File: config.mk
export PLATFORM = sky130hd
export DESIGN_NAME = calc_datapath_flat
export DESIGN_NICKNAME = d
export VERILOG_FILES = /design/src/rtl/calc_datapath_if.sv /design/src/rtl/calc_datapath.sv /design/src/flat_wrapper.sv
export SDC_FILE = /design/constraint.sdc
export NUM_CORES = 1
export LEC_CHECK = 0
export CAP_MARGIN = 20
export CORE_MARGIN = 1.5
export CORE_UTILIZATION = 45
export DETAILED_ROUTE_END_ITERATION = 10
export PLACE_DENSITY = 0.81
export SYNTH_ARGS = -nofsm -noshare
export SYNTH_HDL_FRONTEND = slang
export SYNTH_SLANG_ARGS = --single-unit
File: constraint.sdc
create_clock -name clk -period 7.4 [get_ports clk]
set_clock_uncertainty 0.05 [all_clocks]
set_input_delay 0.74 -clock clk [delete_from_list [all_inputs] [get_ports clk]]
set_output_delay 0.74 -clock clk [all_outputs]
set_load 0.01 [all_outputs]
File: src/rtl/calc_datapath_if.sv
`default_nettype none
// ============================================================================
//  Module   : calc_datapath_if
//  Brief    : Control-word and result bundle between the calculator control
//             FSM (master) and the calculator datapath (slave).
//  Revision : 1.0 - initial release
// ============================================================================
interface calc_datapath_if #(
   parameter int W = 4
);
   // Operands and control word driven by the FSM side
   logic [W-1:0] in1;
   logic [W-1:0] in2;
   logic [1:0]   s1;
   logic [1:0]   WA;
   logic         WE;
   logic [1:0]   RAA;
   logic [1:0]   RAB;
   logic         REA;
   logic         REB;
   logic [1:0]   C;
   logic         s2;
   // Held results returned by the datapath
   logic [W-1:0] out;
   logic         carry;
   logic         zero;
   logic         valid;

   modport master (
      output in1, in2, s1, WA, WE, RAA, RAB, REA, REB, C, s2,
      input  out, carry, zero, valid
   );

   modport slave (
      input  in1, in2, s1, WA, WE, RAA, RAB, REA, REB, C, s2,
      output out, carry, zero, valid
   );
endinterface
`default_nettype wire

File: src/rtl/calc_datapath.sv
`default_nettype none
// ============================================================================
//  Module   : calc_datapath
//  Brief    : Calculator datapath: 4-entry register file, input mux, 2-bit-op
//             ALU, output mux and held result/flag registers.
//  Revision : 1.0 - initial release
// ============================================================================
module calc_datapath #(
   parameter int W = 4
) (
   input  wire logic       clk,
   input  wire logic       rst,
   calc_datapath_if.slave  bus
);

   localparam logic [1:0] C_MUX1_ALU  = 2'd0;
   localparam logic [1:0] C_MUX1_ZERO = 2'd1;
   localparam logic [1:0] C_MUX1_IN2  = 2'd2;
   localparam logic [1:0] C_MUX1_IN1  = 2'd3;

   localparam logic [1:0] C_OP_ADD = 2'd0;
   localparam logic [1:0] C_OP_SUB = 2'd1;
   localparam logic [1:0] C_OP_AND = 2'd2;
   localparam logic [1:0] C_OP_XOR = 2'd3;

   // Register file: R0 is an ordinary writable entry
   logic [W-1:0] rf_q [4];

   logic [W-1:0] out_q;
   logic         carry_q;
   logic         zero_q;
   logic         valid_q;

   logic [W-1:0] w_rd_a;
   logic [W-1:0] w_rd_b;
   logic [W:0]   w_sum;
   logic [W:0]   w_diff;
   logic [W-1:0] w_alu_res;
   logic         w_alu_cout;
   logic [W-1:0] w_mux1;
   logic         w_flag_upd;

   // Gated combinational read ports; writes land on the edge, so a same-cycle
   // read of the written address still sees the old contents
   always_comb begin
      w_rd_a = '0;
      w_rd_b = '0;
      if (bus.REA) w_rd_a = rf_q[bus.RAA];
      if (bus.REB) w_rd_b = rf_q[bus.RAB];
   end

   // ALU: W+1-bit add/sub expose carry-out and borrow in the top bit
   always_comb begin
      w_sum      = {1'b0, w_rd_a} + {1'b0, w_rd_b};
      w_diff     = {1'b0, w_rd_a} - {1'b0, w_rd_b};
      w_alu_res  = '0;
      w_alu_cout = 1'b0;
      case (bus.C)
         C_OP_ADD: begin
            w_alu_res  = w_sum[W-1:0];
            w_alu_cout = w_sum[W];
         end
         C_OP_SUB: begin
            w_alu_res  = w_diff[W-1:0];
            w_alu_cout = w_diff[W];
         end
         C_OP_AND: w_alu_res = w_rd_a & w_rd_b;
         C_OP_XOR: w_alu_res = w_rd_a ^ w_rd_b;
         default:  w_alu_res = '0;
      endcase
   end

   // Input mux selecting what gets written back into the register file
   always_comb begin
      w_mux1 = '0;
      case (bus.s1)
         C_MUX1_ALU:  w_mux1 = w_alu_res;
         C_MUX1_ZERO: w_mux1 = '0;
         C_MUX1_IN2:  w_mux1 = bus.in2;
         C_MUX1_IN1:  w_mux1 = bus.in1;
         default:     w_mux1 = '0;
      endcase
   end

   // Flags only track ALU results that are actually written back
   assign w_flag_upd = bus.WE && (bus.s1 == C_MUX1_ALU);

   // Register file write port; reset drops any write on the same edge
   always_ff @(posedge clk or posedge rst) begin
      if (rst) begin
         for (int i = 0; i < 4; i++) rf_q[i] <= '0;
      end else if (bus.WE) begin
         rf_q[bus.WA] <= w_mux1;
      end
   end

   // Held flags, captured on ALU writeback
   always_ff @(posedge clk or posedge rst) begin
      if (rst) begin
         carry_q <= 1'b0;
         zero_q  <= 1'b0;
      end else if (w_flag_upd) begin
         carry_q <= w_alu_cout;
         zero_q  <= (w_alu_res == '0);
      end
   end

   // Output mux/register: s2 captures the ALU result, otherwise holds
   always_ff @(posedge clk or posedge rst) begin
      if (rst) begin
         out_q   <= '0;
         valid_q <= 1'b0;
      end else if (bus.s2) begin
         out_q   <= w_alu_res;
         valid_q <= 1'b1;
      end
   end

   assign bus.out   = out_q;
   assign bus.carry = carry_q;
   assign bus.zero  = zero_q;
   assign bus.valid = valid_q;

endmodule
`default_nettype wire

File: src/flat_wrapper.sv
// flat-port wrapper written by rule: the top's interface ports become plain ports
module calc_datapath_flat 
#(
   parameter int W = 4
)
  (clk, rst, bus_in1, bus_in2, bus_s1, bus_WA, bus_WE, bus_RAA, bus_RAB, bus_REA, bus_REB, bus_C, bus_s2, bus_out, bus_carry, bus_zero, bus_valid);
  calc_datapath_if #(.W(W)) bus_i ();
  input  wire logic clk;
  input  wire logic rst;
  input wire logic [$bits(bus_i.in1)-1:0] bus_in1;
  input wire logic [$bits(bus_i.in2)-1:0] bus_in2;
  input wire logic [$bits(bus_i.s1)-1:0] bus_s1;
  input wire logic [$bits(bus_i.WA)-1:0] bus_WA;
  input wire logic [$bits(bus_i.WE)-1:0] bus_WE;
  input wire logic [$bits(bus_i.RAA)-1:0] bus_RAA;
  input wire logic [$bits(bus_i.RAB)-1:0] bus_RAB;
  input wire logic [$bits(bus_i.REA)-1:0] bus_REA;
  input wire logic [$bits(bus_i.REB)-1:0] bus_REB;
  input wire logic [$bits(bus_i.C)-1:0] bus_C;
  input wire logic [$bits(bus_i.s2)-1:0] bus_s2;
  output wire logic [$bits(bus_i.out)-1:0] bus_out;
  output wire logic [$bits(bus_i.carry)-1:0] bus_carry;
  output wire logic [$bits(bus_i.zero)-1:0] bus_zero;
  output wire logic [$bits(bus_i.valid)-1:0] bus_valid;
  assign bus_i.in1 = bus_in1;
  assign bus_i.in2 = bus_in2;
  assign bus_i.s1 = bus_s1;
  assign bus_i.WA = bus_WA;
  assign bus_i.WE = bus_WE;
  assign bus_i.RAA = bus_RAA;
  assign bus_i.RAB = bus_RAB;
  assign bus_i.REA = bus_REA;
  assign bus_i.REB = bus_REB;
  assign bus_i.C = bus_C;
  assign bus_i.s2 = bus_s2;
  assign bus_out = bus_i.out;
  assign bus_carry = bus_i.carry;
  assign bus_zero = bus_i.zero;
  assign bus_valid = bus_i.valid;
  calc_datapath #(.W(W)) u_core (.clk(clk), .rst(rst), .bus(bus_i));
endmodule
==> results_dict.tcl <==
set metrics [dict create \
    result_of_the_run "finished clean" \
    p_int_mw 0.2760 \
    gp_congestion 0.9647 \
    syn-instance-count 171 \
    drv_slew 0 \
    wl_per_cell_um 14.51 \
    drt_pass1_iterations 4 \
    clock_tree.buffer_depth 2 \
    antenna_violating_nets_post_route 0 \
    powerDensity_nw_per_um2 199.1 \
    final_min_period_over_clock_period_pct 48.63 \
    top_fanout_value_on_the_critical_path 11 \
    clock_power_share_pct 18.3 \
    reg2reg_depth 9 \
    remaining_drc_errors 0 \
    synth_area_um2 1718 \
    cts_inserted_buffers 3 \
    timing.setup.tns_ps 0 \
    worst_slew_margin_rel_pct 42.91 \
    cts_root_buf "clkbuf_8" \
    avgSynthCellArea_um2 10.05 \
    finalSetupViolations 0 \
    vias 1347 \
    cellLeakagePower_nw 0.9066 \
    floorplan.core_area_um2 3661 \
    pin_count_of_the_biggest_net_entering_global_routing 24 \
    synth_sequential_area_ratio_pct 33.50 \
    via_count_of_the_first_global_routing_pass 1262 \
    worst_hold_path.endpoint "u_core.bus.valid" \
    route.final.wire_length_um 3584 \
    asyncSetResetFlopFracSynth_pct 100.0 \
    hold_buffers 0 \
    buffer_ports.inserted 30 \
    reg2reg_from "u_core.rf_q[2]" \
    antenna_found_initial 0 \
    hold_path.startpoint "u_core.bus.valid" \
    hold_violations 0 \
    endpoint_kind "register" \
    timing.critical_path.arrival_ps 3710 \
    syn-num-nets 204 \
    sw_frac_of_total_pct 33.41 \
    drt-initial-drc-count 53 \
    worst_skew_pair.late_latency_ps 270 \
    drv_cap 0 \
    final_nets 233 \
    post-dp-hpwl_um 2925 \
    top_level_ports 31 \
    drive_above_1_share_pct 16.58 \
    grt_first_pass_wirelength_um 5906 \
    area_growth_syn_to_layout_pct 21.19 \
    setup_repair_after_global_routing_missed_its_margin "false" \
    track_usage_pct 18.01 \
    ir_worst_vdd_uv 115.6 \
    timing.critical_path.required_ps 7510 \
    synth_cell_type_count 44 \
    die-height_um 64.79 \
    post_cts.repair.setup_buffers 0 \
    worst_slew_pin_slew_ps 854.5 \
    critical_path_class "input port to register" \
    clock_transition_at_path_regs_ps 80 \
    reg2reg_setup_slack_ps 4550 \
    reg_to_reg_endpoint "u_core.rf_q[3]" \
    max_clock_freq_ghz 0.2779 \
    total_switching_power_mw 0.1385 \
    postSynthRegisterBits 23 \
    die_area_um2 4197 \
    tritoncts "done" \
    insertedDiodeCount 0 \
    die_x_um 64.79 \
    min_path_type "register to register" \
    number_of_cell_rows 22 \
    cts_num_sinks 23 \
    grt-ovfl-total 0 \
    pwr-share-seq_pct 41.2 \
    min_period_ps 3599 \
    avgViaCountPerCell 5.453 \
    min_path_cells 1 \
    synth_edf_count 0 \
    startpoint_type "input port" \
    combinational_share_of_power_pct 40.5 \
    post_cts.resized_instances 0 \
    synth-warning-count 0 \
    post_layout_nonfiller_instances 247 \
    h-tree-depth 1 \
    dpl.cell_count 243 \
    initial_core_util_pct 46.92 \
    yosys_most_used_dff "dfrtp_1" \
]
critical path, stage by stage:
cell	delay, ps
clkdlybuf4s50_1	600
mux4_1	560
and2_1	190
ha_1	430
nor3b_1	190
o21ai_0	150
nand4b_1	130
a211oi_2	300
o41ai_2	130
mux2_2	290
state kept, by name, indices dropped and copies added (netlist names):
signal	count
u_core.bus.carry	1
u_core.bus.out	4
u_core.bus.valid	1
u_core.bus.zero	1
u_core.rf_q	16
logic make-up after synthesis:
group,after synthesis,share of synthesized area (%)
AO/OA/AOI/OAI,38,17.04
XOR/XNOR,1,0.5099
adder cells (fa/ha/maj),9,6.992
buffers and inverters,18,5.244
flip-flops,23,33.50
multiplexers,27,20.10
AND/OR/NAND/NOR,55,16.61
per-stage QoR:
step / instance area (um^2) / hold WS, ps / utilization (%) / power, mW / setup WS [ps]
floorplan: 1718 / 410.7 / - / 0.2821 / 4387
global placement: 2036 / 401.8 / 55.60 / 0.3369 / 3510
detailed placement: 2036 / 401.5 / 55.60 / 0.3420 / 3519
CTS: 2082 / 420.4 / 56.87 / 0.4182 / 3811
global route: 2082 / 444.1 / 56.87 / 0.4432 / 3585
finish: 2082 / 414.0 / 56.87 / 0.4145 / 3801
metal layers:
layer	part of all wire [%]	track usage, %	wire length, um
met1	46	25.14	1646
met2	50	29.51	1775
met3	3.1	1.042	111
met4	1.4	6.649	51
met5	0	0	0
placed cells by master (no fill, tap or decap), types with 8 or more instances in the layout:
cell	Yosys	routed
mux2_2	14	14
nand2_1	17	17
inv_1	11	11
dfrtp_1	23	23
clkdlybuf4s50_1	0	30
o21ai_0	12	12
ha_1	8	8
mux2i_1	9	9
nor2_1	11	11
a21oi_1	9	9
area by class of cell:
class                      count  area [um^2]
sequential                    23        575.6
timing repair buffer          30        300.3
tap                           48        60.06
clock inverter                 1        5.005
fill                         321         1579
clock buffer                   3        41.29
multi-input combinational    130         1052
inverter                      12        47.55
worst max-delay path by stage:
stage               slack (ps)         endpoint  cells after the start  startpoint
finish                    3800   u_core.rf_q[3]                     10  bus_RAA[0]
global route              3590  u_core.bus.zero                     10  bus_RAA[0]
CTS                       3810   u_core.rf_q[3]                     10  bus_RAA[0]
detailed placement        3520   u_core.rf_q[3]                     10  bus_RAA[0]
global placement          3510  u_core.bus.zero                     10  bus_RAA[0]
floorplan                 4390   u_core.rf_q[3]                     10  bus_RAA[0]
cells in the mapped netlist (2+ instances only):
cell,number,area (um^2)
mux4_1,2,52.55
nor3_1,5,25.02
inv_1,11,41.29
nor2_1,11,41.29
a21oi_1,9,45.04
mux4_2,2,45.04
o211ai_1,2,15.01
dfrtp_1,23,575.6
a21oi_2,2,17.52
o211a_1,2,20.02
mux2_2,14,157.7
buf_4,3,22.52
ha_1,8,100.1
o21ai_0,12,60.06
and2_1,3,18.77
o21bai_1,2,15.01
nor3b_1,2,15.01
nand2_1,17,63.81
mux2i_1,9,90.09
nand3b_1,2,15.01
nand2b_1,5,31.28
nand3_1,3,15.01
power groups by stage:
stage	registers (mW)	clock network, mW	logic, mW
floorplan	0.171	0	0.111
global placement	0.172	0	0.165
detailed placement	0.173	0	0.169
CTS	0.171	0.0784	0.169
global route	0.174	0.0836	0.186
finish	0.171	0.0757	0.168
Power figures use the tool's default switching activity.
==> variant 1, RTL diff (same settings) <==
Reset style: synchronous (`rst`), changed in 3 clocked blocks.
--- a/src/rtl/calc_datapath.sv
+++ b/src/rtl/calc_datapath.sv
@@ -88,3 +88,3 @@
    // Register file write port; reset drops any write on the same edge
-   always_ff @(posedge clk or posedge rst) begin
+   always_ff @(posedge clk) begin
       if (rst) begin
@@ -97,3 +97,3 @@
    // Held flags, captured on ALU writeback
-   always_ff @(posedge clk or posedge rst) begin
+   always_ff @(posedge clk) begin
       if (rst) begin
@@ -108,3 +108,3 @@
    // Output mux/register: s2 captures the ALU result, otherwise holds
-   always_ff @(posedge clk or posedge rst) begin
+   always_ff @(posedge clk) begin
       if (rst) begin
Behaviour: differs if rst is asserted again (counterexample within 4 cycles, from zero or initial values and one cycle with rst high); with rst held inactive, the same outputs for 4 cycles.
==> variant 1 against the unedited design <==
  * Sequential share of layout area rose by 2.2 points
  * Synthesized cell count is 4.1% lower
  * Design area is 0.24% lower
  * Setup slack worse by 0.29 ns
  * Synthesized area decreased by 0.36%
  * Sequential cell count unchanged
  * Routed wire length down 1.9%
  * Power decreased by 23%
  * Largest power group unchanged
  * Highest routed layer unchanged
==> variant 1: results (changes against the unedited design) <==
[drt]
wl_mm=3.52  ; -1.9%
drtIter0Drc=64  ; +21%
vias=1318  ; -2.2%

[place]
place_inst=238  ; -2.1%
hpwl_mm=2.94  ; +0.45%
place_ws_ns=3.22  ; -0.298 ns
gp_congestion=0.884  ; -8.4%

[outcome]
status=complete, no violations

[global_route]
grt_max_degree=15  ; -38%
grt_pass1_wl_mm=5.69  ; -3.6%

[synthesis]
yosysSeqAreaShare_pct=36.3  ; +2.8 points
synth.area.top_cells=edfxtp_1 (28%), dfxtp_1 (8.2%), ha_1 (5.8%)
synth_edf_count=16  ; +16
synth.top_cells.by_count=nor2_1 (25), edfxtp_1 (16), nand2_1 (15)
synth_flop_cell=edfxtp_1

[power_and_ir_drop]
p_total_uw=318  ; -23%
pg_clk_uw=80.2  ; +5.9%

[worst_hold_path]
worstHoldEndpoint=u_core.bus.valid
min_from=u_core.bus.valid

[sta]
holdWs_ns=0.434  ; +0.0198 ns
worst_slack_ns=3.52  ; -0.286 ns

[setup_path]
r2r_start=u_core.rf_q[3][0]
crit_family=compound AO/OA/AOI/OAI gates
critPathMaxStageDelay_ns=0.69  ; +0.09 ns
critPathArrivalTime_ns=3.86  ; +0.15 ns
path_max_fanout=7  ; -4

[final_layout]
nets=229  ; -1.7%
drive_above_1_share_pct=12.9  ; -3.7 points

==> variant 1: cell type report <==
cell class | instances | area, um2
clock inverters | 1 | 7.51
well taps | 48 | 60.1
repair buffers | 30 | 300
inverters | 9 | 36.3
multi-input cells | 128 | 1010
clock buffers | 3 | 41.3
flip-flops and latches | 23 | 621
fillers | 314 | 1580
==> variant 1: kinds of logic (layout without fill, tap and decap cells) <==
kind of cell	after synthesis	count (layout)	share of synthesized area, %
XOR/XNOR	3	3	2.78
multiplexers	21	21	15.9
buffers and inverters	13	43	4.68
adder cells (fa/ha/maj)	10	10	8.19
AO/OA/AOI/OAI	25	25	12.2
AND/OR/NAND/NOR	69	69	20.0
flip-flops	23	23	36.3
==> variant 1: routing by layer <==
layer	track usage, %	routed length [um]	up-vias
li1	-	-	663
met1	23.8	1590	610
met2	29.0	1640	39
met3	1.74	200	6
met4	7.18	92	0
met5	0	0	-
==> variant 2, RTL diff (same settings) <==
Without the edit above. `W` is set to 4 in 3 places; all go to 6.
--- a/src/rtl/calc_datapath_if.sv
+++ b/src/rtl/calc_datapath_if.sv
@@ -8,3 +8,3 @@
 interface calc_datapath_if #(
-   parameter int W = 4
+   parameter int W = 6
 );
--- a/src/rtl/calc_datapath.sv
+++ b/src/rtl/calc_datapath.sv
@@ -8,3 +8,3 @@
 module calc_datapath #(
-   parameter int W = 4
+   parameter int W = 6
 ) (
--- a/src/flat_wrapper.sv
+++ b/src/flat_wrapper.sv
@@ -3,3 +3,3 @@
 #(
-   parameter int W = 4
+   parameter int W = 6
 )
Ports: changed (resized bus_in1, bus_in2 and bus_out); port bits go from 31 to 37. No check against the original RTL was run, so the function may have changed too.
==> variant 2 against the unedited design <==
  * Sequential cell count up 10
  * Routed wire length is 71% higher
  * Power grew 62%
  * Utilization is 0.75 points higher
  * Highest routed layer unchanged
  * Combinational power increased by 49%
  * Design area grew 44%
  * Setup slack lost 0.54 ns
  * Synthesized area is 44% higher
  * First-iteration DRC count rose to 3.4 times the old value
  * Critical path type unchanged
  * Count of clock-buffer cells in the layout rose by 3
==> variant 2: results (changes against the unedited design) <==
[final_layout]
largest_reg_flops=24  ; +8
multi_input_area_mm2=0.00155  ; +47%
fin_util_pct=57.6  ; +0.75 points
final_cells=365  ; +48%
seq_area_share_pct=27.5  ; -0.11 points
comb.multi_input.count=204  ; +57%
nClkBuffers=6  ; +3
buf_share_pct=12.5  ; -1.9 points
n_all_buffers=38  ; +27%
clkCellAreaFrac_pct=4.01  ; +1.8 points
drive_above_1_share_pct=13.6  ; -3.0 points

[place]
place_inst=357  ; +47%
hpwl_mm=4.64  ; +59%
portBuffers=36  ; +20%
gp_congestion=0.878  ; -9.0%
placed_cell_area_mm2=0.00288  ; +41%

[clock_tree]
cts_resized=0  ; unchanged
h-tree-depth=2  ; +1
cts_buffers=5  ; +2
clk_latency_ns=0.29  ; +0.02 ns

[setup_path]
rr_endpoint=u_core.rf_q[10]
r2r_start=u_core.rf_q[6]
critPathMaxStageDelay_ns=0.84  ; +0.24 ns

[drt]
via_per_inst=5.80  ; +6.4%
wl_mm=6.12  ; +71%
drtIter0Drc=181  ; +240%

[synthesis]
netlist_area_mm2=0.00248  ; +44%
yosys_warnings=0  ; unchanged
ys_ff_latch=33  ; +43%
synth.area.top_cells=dfrtp_1 (33%), mux2_2 (7.7%), ha_1 (6.1%)
yosysSeqAreaShare_pct=33.3  ; -0.17 points
synth.avg_cell_area_um2=9.38  ; -6.6%

[outcome]
status=complete, no violations

[sta]
timing.final.crit_share_pct=56.0  ; +7.3 points
worst_slew_pin_slew_ns=0.721  ; -0.134 ns

[global_route]
use_met2_pct=34.2  ; +4.7 points
met3_usage_pct=4.64  ; +3.6 points
grt_pass1_wl_mm=10.2  ; +73%
track_usage_pct=21.8  ; +3.8 points
grt_max_degree=34  ; +42%
use_met1_pct=28.8  ; +3.6 points

[power_and_ir_drop]
internal-power_uw=450  ; +63%
ir_drop_v=0.000144  ; +24%
power_leakage_uw=0.00128  ; +42%
switching_share_pct=33.2  ; -0.25 points
p_seq_uw=242  ; +42%
comb_power_share_pct=37.1  ; -3.4 points

[worst_hold_path]
hp-class=flop to flop

variant 2: worst max path at each step:
stage,start,to,slack [ns],cells past startpoint
after floorplan,bus_RAB[0],u_core.bus.out[5],3.78,9
after global placement,bus_RAB[0],u_core.bus.zero,3.06,9
after detailed placement,bus_RAB[0],u_core.bus.zero,2.93,9
after CTS,bus_RAB[0],u_core.bus.zero,3.28,9
after global routing,bus_RAB[0],u_core.rf_q[5],3.06,9
final,bus_RAB[0],u_core.rf_q[10],3.26,10
variant 2: cells by family (layout without fill, tap and decap cells):
logic type,count (synthesis),count (layout),synth area share [%]
buffers and inverters,27,58,4.29
XOR/XNOR,1,1,0.354
adder cells (fa/ha/maj),14,14,7.68
AO/OA/AOI/OAI,70,70,19.8
AND/OR/NAND/NOR,86,86,17.3
flip-flops,33,33,33.3
multiplexers,33,33,17.2
variant 2: routing by layer:
layer / routed length (um) / vias to the layer above
li1: - / 1018
met2: 2840 / 71
met3: 517 / 16
met1: 2610 / 1012
met4: 155 / 0
met5: 0 / -
